### src/rtl/riscv_pkg.sv
`default_nettype none
// +--------------------------------------------------------------------------+
// | riscv_pkg : shared state, opcode, ALU and select encodings                |
// | Revision  : 1.0                                                           |
// +--------------------------------------------------------------------------+
package riscv_pkg;

    typedef enum logic [3:0] {
        S_FETCH    = 4'd0,
        S_DECODE   = 4'd1,
        S_MEMADR   = 4'd2,
        S_MEMREAD  = 4'd3,
        S_MEMWRITE = 4'd4,
        S_MEMWB    = 4'd5,
        S_EXECUTER = 4'd6,
        S_EXECUTEI = 4'd7,
        S_ALUWB    = 4'd8,
        S_BEQ      = 4'd9,
        S_JAL      = 4'd10,
        S_ILLEGAL  = 4'd11
    } statetype_t;

    localparam logic [6:0] OP_LW    = 7'b0000011;
    localparam logic [6:0] OP_SW    = 7'b0100011;
    localparam logic [6:0] OP_RTYPE = 7'b0110011;
    localparam logic [6:0] OP_IALU  = 7'b0010011;
    localparam logic [6:0] OP_BEQ   = 7'b1100011;
    localparam logic [6:0] OP_JAL   = 7'b1101111;

    typedef enum logic [1:0] {
        ALUOP_ADD   = 2'b00,
        ALUOP_SUB   = 2'b01,
        ALUOP_FUNCT = 2'b10
    } aluop_t;

    localparam logic [2:0] ALU_ADD = 3'b000;
    localparam logic [2:0] ALU_SUB = 3'b001;
    localparam logic [2:0] ALU_AND = 3'b010;
    localparam logic [2:0] ALU_OR  = 3'b011;
    localparam logic [2:0] ALU_SLT = 3'b101;

    localparam logic [1:0] RES_ALUOUT    = 2'b00;
    localparam logic [1:0] RES_DATA      = 2'b01;
    localparam logic [1:0] RES_ALURESULT = 2'b10;

    localparam logic [1:0] SRCA_PC    = 2'b00;
    localparam logic [1:0] SRCA_OLDPC = 2'b01;
    localparam logic [1:0] SRCA_RS1   = 2'b10;

    localparam logic [1:0] SRCB_RS2  = 2'b00;
    localparam logic [1:0] SRCB_IMM  = 2'b01;
    localparam logic [1:0] SRCB_FOUR = 2'b10;

    localparam logic [1:0] IMM_I = 2'b00;
    localparam logic [1:0] IMM_S = 2'b01;
    localparam logic [1:0] IMM_B = 2'b10;
    localparam logic [1:0] IMM_J = 2'b11;

    // fetch/branch/jump are qualifiers later combined with mem_ready/zero
    typedef struct packed {
        logic       adr_src;
        logic       mem_write;
        logic       reg_write;
        logic [1:0] result_src;
        logic [1:0] alu_src_a;
        logic [1:0] alu_src_b;
        aluop_t     aluop;
        logic       fetch;
        logic       branch;
        logic       jump;
        logic       illegal;
    } ctrl_t;

    function automatic ctrl_t state_ctrl(statetype_t s);
        ctrl_t c;
        c       = '0;
        c.aluop = ALUOP_ADD;
        case (s)
            S_FETCH: begin
                c.alu_src_a  = SRCA_PC;
                c.alu_src_b  = SRCB_FOUR;
                c.result_src = RES_ALURESULT;
                c.fetch      = 1'b1;
            end
            S_DECODE: begin
                c.alu_src_a = SRCA_OLDPC;
                c.alu_src_b = SRCB_IMM;
            end
            S_MEMADR: begin
                c.alu_src_a = SRCA_RS1;
                c.alu_src_b = SRCB_IMM;
            end
            S_MEMREAD:  c.adr_src = 1'b1;
            S_MEMWRITE: begin
                c.adr_src   = 1'b1;
                c.mem_write = 1'b1;
            end
            S_MEMWB: begin
                c.result_src = RES_DATA;
                c.reg_write  = 1'b1;
            end
            S_EXECUTER: begin
                c.alu_src_a = SRCA_RS1;
                c.alu_src_b = SRCB_RS2;
                c.aluop     = ALUOP_FUNCT;
            end
            S_EXECUTEI: begin
                c.alu_src_a = SRCA_RS1;
                c.alu_src_b = SRCB_IMM;
                c.aluop     = ALUOP_FUNCT;
            end
            S_ALUWB: c.reg_write = 1'b1;
            S_BEQ: begin
                c.alu_src_a = SRCA_RS1;
                c.alu_src_b = SRCB_RS2;
                c.aluop     = ALUOP_SUB;
                c.branch    = 1'b1;
            end
            S_JAL: begin
                c.alu_src_a = SRCA_OLDPC;
                c.alu_src_b = SRCB_FOUR;
                c.jump      = 1'b1;
            end
            S_ILLEGAL: c.illegal = 1'b1;
            default: ;
        endcase
        return c;
    endfunction

endpackage
`default_nettype wire

### src/rtl/multicycle_controller_if.sv
`default_nettype none
// +--------------------------------------------------------------------------+
// | multicycle_controller_if : controller <-> datapath signal bundle          |
// | Revision                 : 1.0                                            |
// +--------------------------------------------------------------------------+
interface multicycle_controller_if;
    logic [6:0] op;
    logic [2:0] funct3;
    logic       funct7b5;
    logic       zero;
    logic       mem_ready;
    logic       pc_write;
    logic       adr_src;
    logic       mem_write;
    logic       ir_write;
    logic       reg_write;
    logic [1:0] result_src;
    logic [1:0] alu_src_a;
    logic [1:0] alu_src_b;
    logic [1:0] imm_src;
    logic [2:0] alucontrol;
    logic       illegal_op;

    modport master (
        input  op, funct3, funct7b5, zero, mem_ready,
        output pc_write, adr_src, mem_write, ir_write, reg_write,
               result_src, alu_src_a, alu_src_b, imm_src, alucontrol, illegal_op
    );

    modport slave (
        output op, funct3, funct7b5, zero, mem_ready,
        input  pc_write, adr_src, mem_write, ir_write, reg_write,
               result_src, alu_src_a, alu_src_b, imm_src, alucontrol, illegal_op
    );
endinterface
`default_nettype wire

### src/rtl/alu_decoder.sv
`default_nettype none
// +--------------------------------------------------------------------------+
// | alu_decoder : ALUOp/funct3 to alucontrol, flags unsupported funct3        |
// | Revision    : 1.0                                                         |
// +--------------------------------------------------------------------------+
module alu_decoder
    import riscv_pkg::*;
(
    input  aluop_t     aluop_i,
    input  logic [2:0] funct3_i,
    input  logic       op5_i,
    input  logic       funct7b5_i,
    output logic [2:0] alucontrol_o,
    output logic       funct_illegal_o
);

    always_comb begin
        alucontrol_o    = ALU_ADD;
        funct_illegal_o = 1'b0;
        case (aluop_i)
            ALUOP_SUB: alucontrol_o = ALU_SUB;
            ALUOP_FUNCT: begin
                case (funct3_i)
                    // funct7b5 only means sub for register-register ops
                    3'b000:  alucontrol_o = (op5_i & funct7b5_i) ? ALU_SUB : ALU_ADD;
                    3'b010:  alucontrol_o = ALU_SLT;
                    3'b110:  alucontrol_o = ALU_OR;
                    3'b111:  alucontrol_o = ALU_AND;
                    default: funct_illegal_o = 1'b1;
                endcase
            end
            default: alucontrol_o = ALU_ADD;
        endcase
    end

endmodule
`default_nettype wire

### src/rtl/multicycle_controller.sv
`default_nettype none
// +--------------------------------------------------------------------------+
// | multicycle_controller : Moore FSM sequencing the multicycle RISC-V path   |
// | Revision              : 1.0                                               |
// +--------------------------------------------------------------------------+
module multicycle_controller
    import riscv_pkg::*;
(
    input  logic                   clk,
    input  logic                   rst_n,
    multicycle_controller_if.master bus
);

    statetype_t state_q, state_d;
    ctrl_t      ctrl_q;
    logic [2:0] alucontrol;
    logic       funct_illegal;

    alu_decoder u_alu_dec (
        .aluop_i        (ctrl_q.aluop),
        .funct3_i       (bus.funct3),
        .op5_i          (bus.op[5]),
        .funct7b5_i     (bus.funct7b5),
        .alucontrol_o   (alucontrol),
        .funct_illegal_o(funct_illegal)
    );

    always_comb begin
        state_d = state_q;
        case (state_q)
            S_FETCH: if (bus.mem_ready) state_d = S_DECODE;
            S_DECODE: begin
                case (bus.op)
                    OP_LW, OP_SW: state_d = S_MEMADR;
                    OP_RTYPE:     state_d = S_EXECUTER;
                    OP_IALU:      state_d = S_EXECUTEI;
                    OP_BEQ:       state_d = S_BEQ;
                    OP_JAL:       state_d = S_JAL;
                    default:      state_d = S_ILLEGAL;
                endcase
            end
            S_MEMADR:   state_d = (bus.op == OP_LW) ? S_MEMREAD : S_MEMWRITE;
            S_MEMREAD:  if (bus.mem_ready) state_d = S_MEMWB;
            S_MEMWRITE: if (bus.mem_ready) state_d = S_FETCH;
            S_MEMWB:    state_d = S_FETCH;
            S_EXECUTER,
            S_EXECUTEI: state_d = funct_illegal ? S_ILLEGAL : S_ALUWB;
            S_ALUWB:    state_d = S_FETCH;
            S_BEQ:      state_d = S_FETCH;
            S_JAL:      state_d = S_ALUWB;
            S_ILLEGAL:  state_d = S_ILLEGAL;
            default:    state_d = S_FETCH;
        endcase
    end

    // Output flags are registered alongside the state so they track state_q exactly
    always_ff @(posedge clk or negedge rst_n) begin
        if (!rst_n) begin
            state_q <= S_FETCH;
            ctrl_q  <= state_ctrl(S_FETCH);
        end else begin
            state_q <= state_d;
            ctrl_q  <= state_ctrl(state_d);
        end
    end

    // Enables are gated by rst_n so a held reset cannot leak a fetch strobe
    assign bus.pc_write   = rst_n & ((ctrl_q.fetch & bus.mem_ready) | ctrl_q.jump |
                                     (ctrl_q.branch & bus.zero));
    assign bus.ir_write   = rst_n & ctrl_q.fetch & bus.mem_ready;
    assign bus.mem_write  = rst_n & ctrl_q.mem_write;
    assign bus.reg_write  = rst_n & ctrl_q.reg_write;
    assign bus.illegal_op = rst_n & ctrl_q.illegal;
    assign bus.adr_src    = ctrl_q.adr_src;
    assign bus.result_src = ctrl_q.result_src;
    assign bus.alu_src_a  = ctrl_q.alu_src_a;
    assign bus.alu_src_b  = ctrl_q.alu_src_b;
    assign bus.alucontrol = alucontrol;

    always_comb begin
        case (bus.op)
            OP_SW:   bus.imm_src = IMM_S;
            OP_BEQ:  bus.imm_src = IMM_B;
            OP_JAL:  bus.imm_src = IMM_J;
            default: bus.imm_src = IMM_I;
        endcase
    end

endmodule
`default_nettype wire

### src/flat_wrapper.sv
// flat-port wrapper written by rule: the top's interface ports become plain ports
module multicycle_controller_flat import riscv_pkg::*;
  (clk, rst_n, bus_op, bus_funct3, bus_funct7b5, bus_zero, bus_mem_ready, bus_pc_write, bus_adr_src, bus_mem_write, bus_ir_write, bus_reg_write, bus_result_src, bus_alu_src_a, bus_alu_src_b, bus_imm_src, bus_alucontrol, bus_illegal_op);
  multicycle_controller_if bus_i ();
  input  logic clk;
  input  logic rst_n;
  input wire logic [$bits(bus_i.op)-1:0] bus_op;
  input wire logic [$bits(bus_i.funct3)-1:0] bus_funct3;
  input wire logic [$bits(bus_i.funct7b5)-1:0] bus_funct7b5;
  input wire logic [$bits(bus_i.zero)-1:0] bus_zero;
  input wire logic [$bits(bus_i.mem_ready)-1:0] bus_mem_ready;
  output wire logic [$bits(bus_i.pc_write)-1:0] bus_pc_write;
  output wire logic [$bits(bus_i.adr_src)-1:0] bus_adr_src;
  output wire logic [$bits(bus_i.mem_write)-1:0] bus_mem_write;
  output wire logic [$bits(bus_i.ir_write)-1:0] bus_ir_write;
  output wire logic [$bits(bus_i.reg_write)-1:0] bus_reg_write;
  output wire logic [$bits(bus_i.result_src)-1:0] bus_result_src;
  output wire logic [$bits(bus_i.alu_src_a)-1:0] bus_alu_src_a;
  output wire logic [$bits(bus_i.alu_src_b)-1:0] bus_alu_src_b;
  output wire logic [$bits(bus_i.imm_src)-1:0] bus_imm_src;
  output wire logic [$bits(bus_i.alucontrol)-1:0] bus_alucontrol;
  output wire logic [$bits(bus_i.illegal_op)-1:0] bus_illegal_op;
  assign bus_i.op = bus_op;
  assign bus_i.funct3 = bus_funct3;
  assign bus_i.funct7b5 = bus_funct7b5;
  assign bus_i.zero = bus_zero;
  assign bus_i.mem_ready = bus_mem_ready;
  assign bus_pc_write = bus_i.pc_write;
  assign bus_adr_src = bus_i.adr_src;
  assign bus_mem_write = bus_i.mem_write;
  assign bus_ir_write = bus_i.ir_write;
  assign bus_reg_write = bus_i.reg_write;
  assign bus_result_src = bus_i.result_src;
  assign bus_alu_src_a = bus_i.alu_src_a;
  assign bus_alu_src_b = bus_i.alu_src_b;
  assign bus_imm_src = bus_i.imm_src;
  assign bus_alucontrol = bus_i.alucontrol;
  assign bus_illegal_op = bus_i.illegal_op;
  multicycle_controller u_core (.clk(clk), .rst_n(rst_n), .bus(bus_i));
endmodule
### config.mk
export PLATFORM = sky130hd
export DESIGN_NAME = multicycle_controller_flat
export DESIGN_NICKNAME = d
export VERILOG_FILES = /design/src/rtl/riscv_pkg.sv /design/src/rtl/multicycle_controller_if.sv /design/src/rtl/alu_decoder.sv /design/src/rtl/multicycle_controller.sv /design/src/flat_wrapper.sv
export SDC_FILE = /design/constraint.sdc
export NUM_CORES = 1
export LEC_CHECK = 0
export BUFFER_PORTS_ARGS = -buffer_cell sky130_fd_sc_hd__buf_2
export CORE_MARGIN = 1.5
export CORE_UTILIZATION = 46
export DETAILED_ROUTE_END_ITERATION = 8
export HOLD_SLACK_MARGIN = 0.1
export PLACE_DENSITY = 0.76
export SLEW_MARGIN = 5
export SYNTH_ARGS = -nofsm -noshare
export SYNTH_HDL_FRONTEND = slang
export SYNTH_SLANG_ARGS = --single-unit
### constraint.sdc
create_clock -name clk -period 2 [get_ports clk]
set_clock_uncertainty 0.1 [all_clocks]
set_input_delay 0.3 -clock clk [delete_from_list [all_inputs] [get_ports clk]]
set_output_delay 0.3 -clock clk [all_outputs]
set_load 0.02 [all_outputs]
# == Yosys cells after proc, flatten, opt, wreduce, memory -nomap -nowiden ==
# Index checks and enable logic that the tools add are counted.
# word_totals
output_inout_bits,17
regBits,19
word_cells,87
input_bits,15
# op_classes
reduce_logical,11
bitwise_logic,11
eq_ne,30
mux,23
# ops
op,n
$pmux 4 s5,2
$pmux 4 s8,1
$eq 4x3->1 const B,7
$eq 4x4->1 const B,6
$eq 4x2->1 const B,4
$eq 7x6->1 const B,2
$eq 7x7->1 const B,2
$reduce_or 2->1,7
$mux 4,3
$pmux 3 s4,1
$mux 1,10
$and 1x1->1,9
$eq 4x1->1 const B,2
$logic_not 4->1,2
$pmux 2 s2,2
$eq 7x2->1 const B,1
$eq 7x5->1 const B,1
$eq 3x3->1 const B,2
$pmux 2 s3,1
$pmux 3 s2,1
$reduce_or 4->1,1
$eq 3x2->1 const B,1
$logic_not 3->1,1
$mux 3,1
4 further kinds,5

# == Longest topological paths before layout ==
# Gate-level depths: netlist of run 1.
# logic_depth
ltp_word,9
depth_mapped,8
ltp_nobuf,8

# == Cells and area by module ==
# A second synthesis of run 1 with hierarchy kept.
# hier_totals
hier_cells,120
hier_area_um2,1224.9
# modules_own_cells
module,cells_per_inst,n_inst,seq_area_each_um2,area_each_um2
multicycle_controller,105,1,452.9,1112.3
alu_decoder,15,1,0.0,112.6

# == Worst setup path before layout of run 1 ==
# Ideal clock, no wire load.
# synth_timing
path_type,reg-to-reg
startpoint,register u_core.state_q[1]
endpoint,"register u_core.ctrl_q, in the netlist u_core.bus.alu_src_a[1]"
path_stages_with_launch,7
synth_period_minus_slack_ns,1.911
setup_time_ns,0.126
arrival_time_ns,1.684
path_slack_ns,0.089
path_buffers,1
required_ns,1.774
cell_sequence,dfrtp_1 -> buf_4 -> or4b_1 -> a21oi_1 -> nand4b_4 -> nor2_2 -> a311o_1
# synth_via
elab_chain_cells,6
elab_cells_between_ends,24
classes_between,14 x eq/ne; 5 x mux; 5 x reduce/logical
# synth_lines
item,line,text
from (decl),multicycle_controller.sv:14,"statetype_t state_q, state_d;"
from (signal assigned),multicycle_controller.sv:62,state_q <= state_d;
$eq 4x3->1,multicycle_controller.sv:30,case (state_q)
$reduce_or 2->1,multicycle_controller.sv:30,
$pmux 4 s8 (*),multicycle_controller.sv:30,
net u_core.state_d[2],multicycle_controller.sv:14,
$eq 4x3->1 (tied with other cells),riscv_pkg.sv:78,case (s)
$reduce_or 2->1 (no line),--,
$pmux 4 s5 (*),riscv_pkg.sv:78,
to (signal assigned),multicycle_controller.sv:60,ctrl_q <= state_ctrl(S_FETCH);
to (signal assigned),multicycle_controller.sv:63,ctrl_q <= state_ctrl(state_d);
to (decl),multicycle_controller.sv:15,ctrl_t ctrl_q;
# Mark *: on every way through the listed nets, which the timed path passes. The rest lies on a longest branch.

# == Worst setup path in the final report of run 1 ==
# layout_timing
startpoint,register u_core.state_q[0]
endpoint,"register u_core.ctrl_q, in the netlist u_core.bus.alu_src_a[1]"
# The elaborated chain is that of the path after synthesis.

==> impl_metrics.csv, run 1 <==
group,metric,value,unit
global_route,grt_usage,0.1913,
global_route,grt_pass1_wl,3815,um
drt,drc,0,
pwr,swShare,0.2176,
drt,met2WireLength,1181,um
sta,slew_viol_final,0,
synthesis,yosys_register_bits,18,
drt,drt-total-wl,2405,um
drt,wl_met1,1016,um
drt,top_layer_used,"met4",
critical_path,path_max_fanout,5,
synthesis,ys_warn_count,0,
clock_network,cts_max_path_buffers,2,
critical_path,cpLargestDelayFamily,"simple AND/OR/NAND/NOR gates",
final_layout,final_core_util,0.6337,
drt,vias_per_cell,5.311,
final_layout,fin_nets,173,
pwr,switchingPower,0.0001389,W
critical_path,cp.arrival,2.04,ns
flow_run,max_cap_violations,0,
final_layout,diodes,0,
drt,vias,972,
min_path,worst_hold_path_type,"primary input to async pin",
final_layout,final_common_cell,"buf_2",
final_layout,drive_above_1_share,0.4968,
placement,place_hpwl,1913,um
pwr,power.density,446.8,nW/um2
pwr,leakagePower,0.6693,nW
clock_network,cts-root-buf,"clkbuf_4",
synthesis,seq_area_frac_synth,0.4042,
clock_network,cts_tree,"done",
critical_path,cp-end-kind,"flop",
drt,drt_iter0_drc,26,
floorplanning,num_rows,17,
sta,hold_viol,0,
synthesis,synth.avg_cell_area,10.03,um2
critical_path,crit_type,"flop to flop",
floorplanning,ioPinCount,32,
drt,wl_per_cell,13.14,um
synthesis,syn_nets,129,
floorplanning,core,2255,um2
pwr,sequentialPowerShare,0.570,
placement,port_buffers,31,
clock_network,cts_buffers,3,
pwr,p_int,0.0004996,W
sta,holdWs,0.3072,ns
synthesis,synth_edf_count,0,
floorplanning,fp.dieArea,2748,um2
final_layout,synthToLayoutAreaGrowth,27.17,%
critical_path,crit_slowest_cell,"or4b_1",
final_layout,layout_common_cells,"31 x buf_2, 15 x buf_4, 13 x nor2_1",
pwr,p_comb_frac,0.097,
sta,max_freq,509.2,MHz
clock_network,path_clk_slew,0.09,ns
synthesis,synthFlopType,"dfrtp_1",
sta,finalCritPeriodShare,0.9819,
critical_path,crit_buf_inv,0,
critical_path,path_cells,"or4b_1 -> a21oi_2 -> nand4b_4 -> nor2_2 -> a311o_1",
synthesis,netlist-cell-type-count,43,
sta,worst_pin_slew,0.5378,ns
drt,drt_pre_antenna_iters,4,
global_route,antenna_found_initial,0,
drt,routed-wl-met3,168,um
synthesis,synth_area,1124,um2
global_route,grt_overflow,0,
sta,slew_headroom,0.6367,
pwr,power_frac_clock,0.333,
global_route,grt_pass1_vias,926,
floorplanning,die_w,52.42,um
clock_network,worstSkewPairLatency,0.28,ns
drt,final_antenna_net_count,0,
pwr,peakVddDrop,430.9,uV
floorplanning,initial_utilization,0.4983,
status,outcome,"completed",
synthesis,ys_async_sr_fraction,1.000,
floorplanning,die_y,52.42,um
critical_path,cp-start-kind,"flop",
sta,period_minus_slack,1.964,ns
clock_network,cts_htree_levels,1,
sta,setup_viol,0,
clock_network,clock-sinks,18,
global_route,grt_max_degree,16,
critical_path,max_stage_delay,0.58,ns
critical_path,required,2.08,ns
synthesis,postSynthCellCount,112,
placement,gp_congestion,0.7692,
[area by class of cell]
type,count,area (um2)
Clock buffer,4,36.28
Fill cell,202,825.8
Inverter,8,30.03
Multi-Input combinational cell,78,591.8
Sequential cell,18,457.9
Tap cell,28,35.03
Timing Repair Buffer,47,277.8
[worst register-to-register path, stage by stage, from the launching register on]
cell,delay [ns]
dfrtp_2,0.47
or4b_1,0.58
a21oi_2,0.16
nand4b_4,0.15
nor2_2,0.06
a311o_1,0.34
[synth_stat cells, types with 2 or more instances]
cell type  instances  share of area
dfrtp_1           15           0.33
nand2b_1           2          0.011
nor2_1            13          0.043
o21ai_0            2         0.0089
nand2_1            6          0.020
nand3_1            3          0.013
and2_1             4          0.022
nand3_2            2          0.018
o31ai_1            2          0.013
nor3_2             5          0.045
inv_2              2         0.0067
nor3_1             2         0.0089
a31oi_1            2          0.011
ha_1               2          0.022
inv_1              6          0.020
a21oi_1            2         0.0089
dfstp_2            3          0.070
nor2b_1            5          0.028
buf_4              7          0.047
nand4_1            3          0.017
nor4b_4            2          0.042
[power groups by stage]
stage	clock network [W]	logic, W	registers (W)
after floorplan	0	0.0000179	0.000371
after global placement	0	0.0000564	0.000371
after detailed placement	0	0.0000596	0.000371
after CTS	0.000220	0.0000612	0.000364
after global routing	0.000234	0.0000680	0.000364
final	0.000212	0.0000620	0.000364
[registers in the layout, indices dropped and copies added (netlist names)]
register and count:
u_core.ctrl_q 7, u_core.state_q 4, u_core.bus.alu_src_a 2, u_core.bus.alu_src_b 2
u_core.bus.result_src 2, u_core.bus.adr_src 1
[what timing repair did]
action,in CTS,in global routing
setup endpoints to repair,1,7
setup buffers,0,1
hold endpoints to repair,17,0
gates resized for setup,2,5
hold buffers,1,0
[through the flow]
stage / worst slack (ns) / instance area [um2] / instances / TNS, ns / power, W
finish: 0.03629 / 1429 / 183 / 0 / 0.0006385
global route: -0.02294 / 1429 / 183 / -0.02294 / 0.0006663
CTS: 0.02998 / 1405 / 182 / 0 / 0.0006451
detailed placement: -0.05310 / 1355 / 177 / -0.2444 / 0.0004305
global placement: -0.009706 / 1355 / 177 / -0.009706 / 0.0004273
floorplan: 0.08929 / 1124 / 112 / 0 / 0.0003889
[routing by layer]
metal  vias up  track usage
met5         -            0
met4         0      0.07265
met3         6      0.04857
met2        49       0.3313
met1       437       0.2255
li1        480            -
[path summary, 6_finish.rpt]
check | cells after the start | end | slack [ns] | startpoint
setup / recovery | 5 | u_core.bus.alu_src_a[1] | 0.04 | u_core.state_q[0]
hold / removal | 2 | u_core.ctrl_q[0] | 0.31 | rst_n
setup reg to reg | 5 | u_core.bus.alu_src_a[1] | 0.04 | u_core.state_q[0]
hold reg to reg | 3 | u_core.ctrl_q[5] | 0.65 | u_core.state_q[2]
max in group asynchronous | 3 | u_core.bus.result_src[1] | 1.00 | rst_n
min in group clk | 4 | u_core.bus.result_src[0] | 0.31 | bus_mem_ready
[cell families (layout without fill, tap and decap cells)]
logic type | Yosys count | after routing | share of synthesized area
AOI/OAI and AO/OA | 18 | 18 | 0.1236
DFF | 18 | 18 | 0.4042
buffers and inverters | 16 | 59 | 0.08352
adders and majority gates | 2 | 2 | 0.02227
and+or+nand+nor | 58 | 58 | 0.3664
(Power assumes the default switching activity.)
==> run 2: changes to the inputs <==
--- a/config.mk
+++ b/config.mk
@@ -11,6 +11,7 @@
 export DETAILED_ROUTE_END_ITERATION = 8
 export HOLD_SLACK_MARGIN = 0.1
 export PLACE_DENSITY = 0.76
+export SETUP_SLACK_MARGIN = 0.2
 export SLEW_MARGIN = 5
 export SYNTH_ARGS = -nofsm -noshare
 export SYNTH_HDL_FRONTEND = slang
==> impl_metrics.csv, run 2 (same netlist as run 1, synthesis figures left out) <==
group,metric,value,unit
final_layout,regMostFlops,"u_core.ctrl_q",
sta,max_freq,512.1,MHz
drt,drt_pre_antenna_iters,4,
sta,hold_viol,0,
flow_run,max_cap_violations,0,
floorplanning,die_w,52.42,um
critical_path,crit_type,"flop to flop",
clock_network,cts_max_path_buffers,2,
drt,wl_per_cell,13.81,um
final_layout,synthToLayoutAreaGrowth,33.96,%
sta,slew_viol_final,0,
drt,vias_per_cell,5.344,
pwr,leakagePower,0.6978,nW
placement,gp_congestion,0.7868,
clock_network,cts_htree_levels,1,
floorplanning,die_y,52.42,um
critical_path,path_max_fanout,7,
final_layout,largest_reg_flops,7,
status,outcome,"completed",
final_layout,diodes,0,
global_route,antenna_found_initial,0,
floorplanning,fp.dieArea,2748,um2
final_layout,fin_nets,176,
min_path,worst_hold_path_type,"primary input to flop",
drt,drt-total-wl,2568,um
sta,setup_viol,0,
global_route,grt_pass1_vias,899,
sta,slew_headroom,0.6744,
sta,tns,0,ns
global_route,grt_max_degree,12,
drt,drt_iter0_drc,7,
sta,finalCritPeriodShare,0.9765,
clock_network,cts_buffers,3,
pwr,power.density,431.0,nW/um2
critical_path,crit_slowest_cell,"dfrtp_2",
final_layout,layout_common_cells,"29 x buf_2, 19 x buf_4, 12 x nor2_1",
clock_network,path_clk_slew,0.10,ns
global_route,grt_overflow,0,
clock_network,clock-sinks,18,
final_layout,final_cells,186,
sta,rsz0062_at_grt,"true",
critical_path,max_stage_delay,0.48,ns
floorplanning,core,2255,um2
critical_path,required,2.09,ns
placement,place_hpwl,1967,um
drt,drc,0,
sta,worst_pin_slew,0.4868,ns
sta,period_minus_slack,1.953,ns
drt,vias,994,
critical_path,cp.arrival,2.04,ns
final_layout,final_core_util,0.6676,
placement,port_buffers,31,
pwr,peakVddDrop,499.5,uV
floorplanning,num_rows,17,
final_layout,drive_above_1_share,0.5570,
critical_path,cp-start-kind,"flop",
clock_network,cts-root-buf,"clkbuf_4",
drt,final_antenna_net_count,0,
sta,setup_ws,0.04707,ns
floorplanning,initial_utilization,0.4983,
clock_network,cts_tree,"done",
final_layout,top_regs,"u_core.ctrl_q x7, u_core.state_q x4",
global_route,grt_usage,0.2114,
global_route,grt_pass1_wl,4064,um
placement,pre_cts_slack,-0.05533,ns
clock_network,worstSkewPairLatency,0.30,ns
final_layout,final_common_cell,"buf_2",
critical_path,cp-end-kind,"flop",
sta,holdWs,0.2901,ns
floorplanning,ioPinCount,32,
critical_path,path_cells,"buf_6 -> nor4b_4 -> nand4_1 -> nand3_2 -> or3b_4 -> a311o_1",
placement,placed_cells,172,
[run 2: worst paths after layout]
check / start / end / slack, ns / depth (start not counted)
worst max-delay path: u_core.state_q[1] / u_core.bus.alu_src_a[1] / 0.05 / 6
max in group asynchronous: rst_n / u_core.state_q[0] / 0.84 / 3
worst min-delay path: bus_mem_ready / u_core.bus.result_src[0] / 0.29 / 4
worst min register to register: u_core.state_q[0] / u_core.bus.result_src[0] / 0.61 / 2
worst max register to register: u_core.state_q[1] / u_core.bus.alu_src_a[1] / 0.05 / 6
min in group asynchronous: rst_n / u_core.ctrl_q[12] / 0.45 / 2
[run 2: metrics by stage]
stage	total power [W]	instance area [um2]
after floorplan	0.0003888	1139
after global placement	0.0004259	1329
after detailed placement	0.0004283	1329
after CTS	0.0006502	1428
after global routing	0.0006725	1505
final	0.0006487	1505
[run 2: power by group]
part | internal [W] | leakage, nW | total (W) | switching [W]
Sequential | 0.000364 | 0.217 | 0.000364 | 0
Combinational | 0.0000237 | 0.460 | 0.0000611 | 0.0000374
Clock | 0.000111 | 0.0210 | 0.000224 | 0.000112
[run 2: critical path, delay by kind of cell, from the launching register on]
family                 cells  cell delay [ns]
AOI/OAI and AO/OA          1             0.38
DFF                        1             0.48
buffers and inverters      1             0.14
and+or+nand+nor            4             0.73
[run 2: layout make-up]
cell class	instances	area [um2]
Clock buffer	4	36.28
Multi-Input combinational cell	78	633.1
Sequential cell	18	459.2
Inverter	8	32.53
Timing Repair Buffer	50	309.0
Fill cell	202	749.5
Tap cell	28	35.03
[run 2: what timing repair did]
item                                    4_1_cts  5_1_grt
resized for setup                             7        9
endpoints found under the hold margin        18        0
endpoints found under the setup margin       13       15
buffers inserted                              4        5
hold buffers                                  1        0
pin swaps                                     3        8
[run 2: routing by layer]
layer / track usage / wire length, um / share of wire / vias to the layer above
met5: 0 / 0 / 0 / -
met2: 0.3708 / 1316 / 0.51 / 24
li1: - / - / - / 487
met1: 0.2477 / 1097 / 0.43 / 478
met4: 0.08974 / 49 / 0.019 / 0
met3: 0.04286 / 104 / 0.040 / 5
==> run 3: changes to the inputs <==
--- a/config.mk
+++ b/config.mk
@@ -7,10 +7,10 @@
 export LEC_CHECK = 0
 export BUFFER_PORTS_ARGS = -buffer_cell sky130_fd_sc_hd__buf_2
 export CORE_MARGIN = 1.5
-export CORE_UTILIZATION = 46
+export CORE_UTILIZATION = 35
 export DETAILED_ROUTE_END_ITERATION = 8
 export HOLD_SLACK_MARGIN = 0.1
-export PLACE_DENSITY = 0.76
+export PLACE_DENSITY = 0.61
 export SETUP_SLACK_MARGIN = 0.2
 export SLEW_MARGIN = 5
 export SYNTH_ARGS = -nofsm -noshare
==> impl_metrics.csv, run 3 (same netlist as run 1, synthesis figures left out) <==
group,metric,value,unit
critical_path,reg2reg_depth,6,
sta,worst_pin_slew,0.5439,ns
final_layout,fin_nets,186,
critical_path,r2r_start,"u_core.state_q[0]",
final_layout,final_common_cell,"buf_2",
floorplanning,die_y,59.66,um
critical_path,regToRegEndpoint,"u_core.bus.alu_src_a[1]",
final_layout,final_core_util,0.5426,
final_layout,drive_above_1_share,0.6131,
critical_path,cp-end-kind,"flop",
critical_path,crit_slowest_cell,"dfrtp_2",
pwr,peakVddDrop,402.0,uV
drt,drt_iter0_drc,24,
drt,vias_per_cell,4.830,
flow_run,max_cap_violations,0,
drt,wl_per_cell,12.93,um
drt,drt_pre_antenna_iters,4,
critical_path,cp.arrival,2.02,ns
floorplanning,num_rows,20,
global_route,grt_max_degree,13,
global_route,antenna_found_initial,0,
critical_path,required,2.08,ns
final_layout,regMostFlops,"u_core.ctrl_q",
critical_path,cp-start-kind,"flop",
floorplanning,ioPinCount,32,
clock_network,path_clk_slew,0.10,ns
final_layout,final_cells,212,
critical_path,r2r_slack,0.06,ns
final_layout,layout_common_cells,"29 x buf_2, 25 x buf_4, 12 x nor2_1",
drt,drc,0,
min_path,hold_path.startpoint,"bus_mem_ready",
placement,gp_congestion,0.8356,
sta,max_freq,515.8,MHz
clock_network,worstSkewPairLatency,0.29,ns
sta,hold_viol,0,
global_route,grt_pass1_wl,4264,um
sta,slew_viol_final,0,
drt,final_antenna_net_count,0,
critical_path,path_cells,"buf_12 -> nor4b_4 -> buf_4 -> o31ai_1 -> or3b_4 -> a311o_1",
status,outcome,"completed",
clock_network,clock-sinks,18,
placement,place_hpwl,1872,um
min_path,hold_end,"u_core.bus.result_src[0]",
clock_network,cts_buffers,3,
sta,rsz0062_at_grt,"true",
final_layout,top_regs,"u_core.ctrl_q x7, u_core.state_q x4",
min_path,worst_hold_path_type,"primary input to flop",
floorplanning,die_w,59.66,um
sta,setup_viol,0,
critical_path,path_max_fanout,7,
critical_path,max_stage_delay,0.45,ns
final_layout,largest_reg_flops,7,
critical_path,crit_buf_inv,2,
global_route,grt_pass1_vias,957,
global_route,grt_usage,0.1612,
sta,finalCritPeriodShare,0.9694,
placement,placed_cells,189,
floorplanning,initial_utilization,0.3680,
critical_path,cpLargestDelayFamily,"simple AND/OR/NAND/NOR gates",
pwr,power.density,389.8,nW/um2
clock_network,cts_htree_levels,1,
sta,slew_headroom,0.6327,
final_layout,diodes,0,
global_route,grt_overflow,0,
floorplanning,core,3053,um2
min_path,hold_depth,4,
clock_network,cts_tree,"done",
drt,vias,1024,
final_layout,synthToLayoutAreaGrowth,47.44,%
critical_path,crit_type,"flop to flop",
pwr,leakagePower,0.7651,nW
clock_network,cts_max_path_buffers,2,
sta,period_minus_slack,1.939,ns
floorplanning,fp.dieArea,3559,um2
drt,drt-total-wl,2742,um
placement,port_buffers,31,
clock_network,cts-root-buf,"clkbuf_4",
[run 3: changes by cell type in the layout (fill, tap and decap cells not counted), moves of 2 or more]
cell | before | now
buf_6 | 1 | 4
inv_2 | 1 | 4
inv_1 | 6 | 4
buf_4 | 19 | 25
[run 3: how the worst max path moves through the flow]
stage	from	to	slack (ns)	cells past startpoint
2_1_floorplan	u_core.state_q[1]	u_core.bus.alu_src_a[1]	0.18	7
3_3_place_gp	bus_op[2]	u_core.bus.alu_src_a[1]	0.02	5
3_5_place_dp	bus_op[2]	u_core.bus.alu_src_a[1]	-0.02	5
4_1_cts	u_core.state_q[1]	u_core.bus.alu_src_a[1]	0.13	5
5_1_grt	u_core.state_q[0]	u_core.ctrl_q[12]	-0.03	8
6_report	u_core.state_q[0]	u_core.bus.alu_src_a[1]	0.06	6
[run 3: cell type report]
cell class	instances	area [um2]
fill	293	1396
timing repair buffer	60	407.9
multi-input combinational	78	668.1
inverter	8	30.03
sequential	18	459.2
tap	44	55.05
clock buffer	4	36.28
[run 3: worst reg2reg max path: stages (launching register included)]
cell	delay, ns
dfrtp_2	0.45
buf_12	0.14
nor4b_4	0.13
buf_4	0.14
o31ai_1	0.05
or3b_4	0.45
a311o_1	0.38
[run 3: where the power goes]
group          internal [W]  total [W]  leakage [nW]  switching, W
clock              0.000111   0.000220        0.0210      0.000109
sequential         0.000364   0.000364         0.217             0
combinational     0.0000242  0.0000616         0.527     0.0000374
total              0.000499   0.000646         0.765      0.000147
[run 3: what timing repair did]
item | 4_1_cts | 5_1_grt
buffers inserted | 14 | 4
hold endpoints to repair | 17 | 0
endpoints found under the setup margin | 12 | 17
hold buffers | 1 | 0
gates resized for setup | 15 | 13
pin swaps | 9 | 8
[run 3: layer usage]
metal,GRT usage,share of wire
met1,0.1995,0.42
met2,0.2748,0.53
met3,0.04545,0.051
met4,0.04127,0.0062
met5,0,0
[run 3: metrics by stage]
stage | hold WS, ns | area, um2 | power (W) | TNS [ns] | worst slack, ns
6_report | 0.2952 | 1657 | 0.0006457 | 0 | 0.06127
2_1_floorplan | -0.09559 | 1139 | 0.0003888 | 0 | 0.1839
3_5_place_dp | 0.1080 | 1356 | 0.0004286 | -0.02191 | -0.01794
4_1_cts | 0.2862 | 1573 | 0.0006516 | 0 | 0.1252
5_1_grt | 0.2932 | 1657 | 0.0006797 | -0.07575 | -0.02824
3_3_place_gp | 0.1037 | 1356 | 0.0004269 | 0 | 0.01936
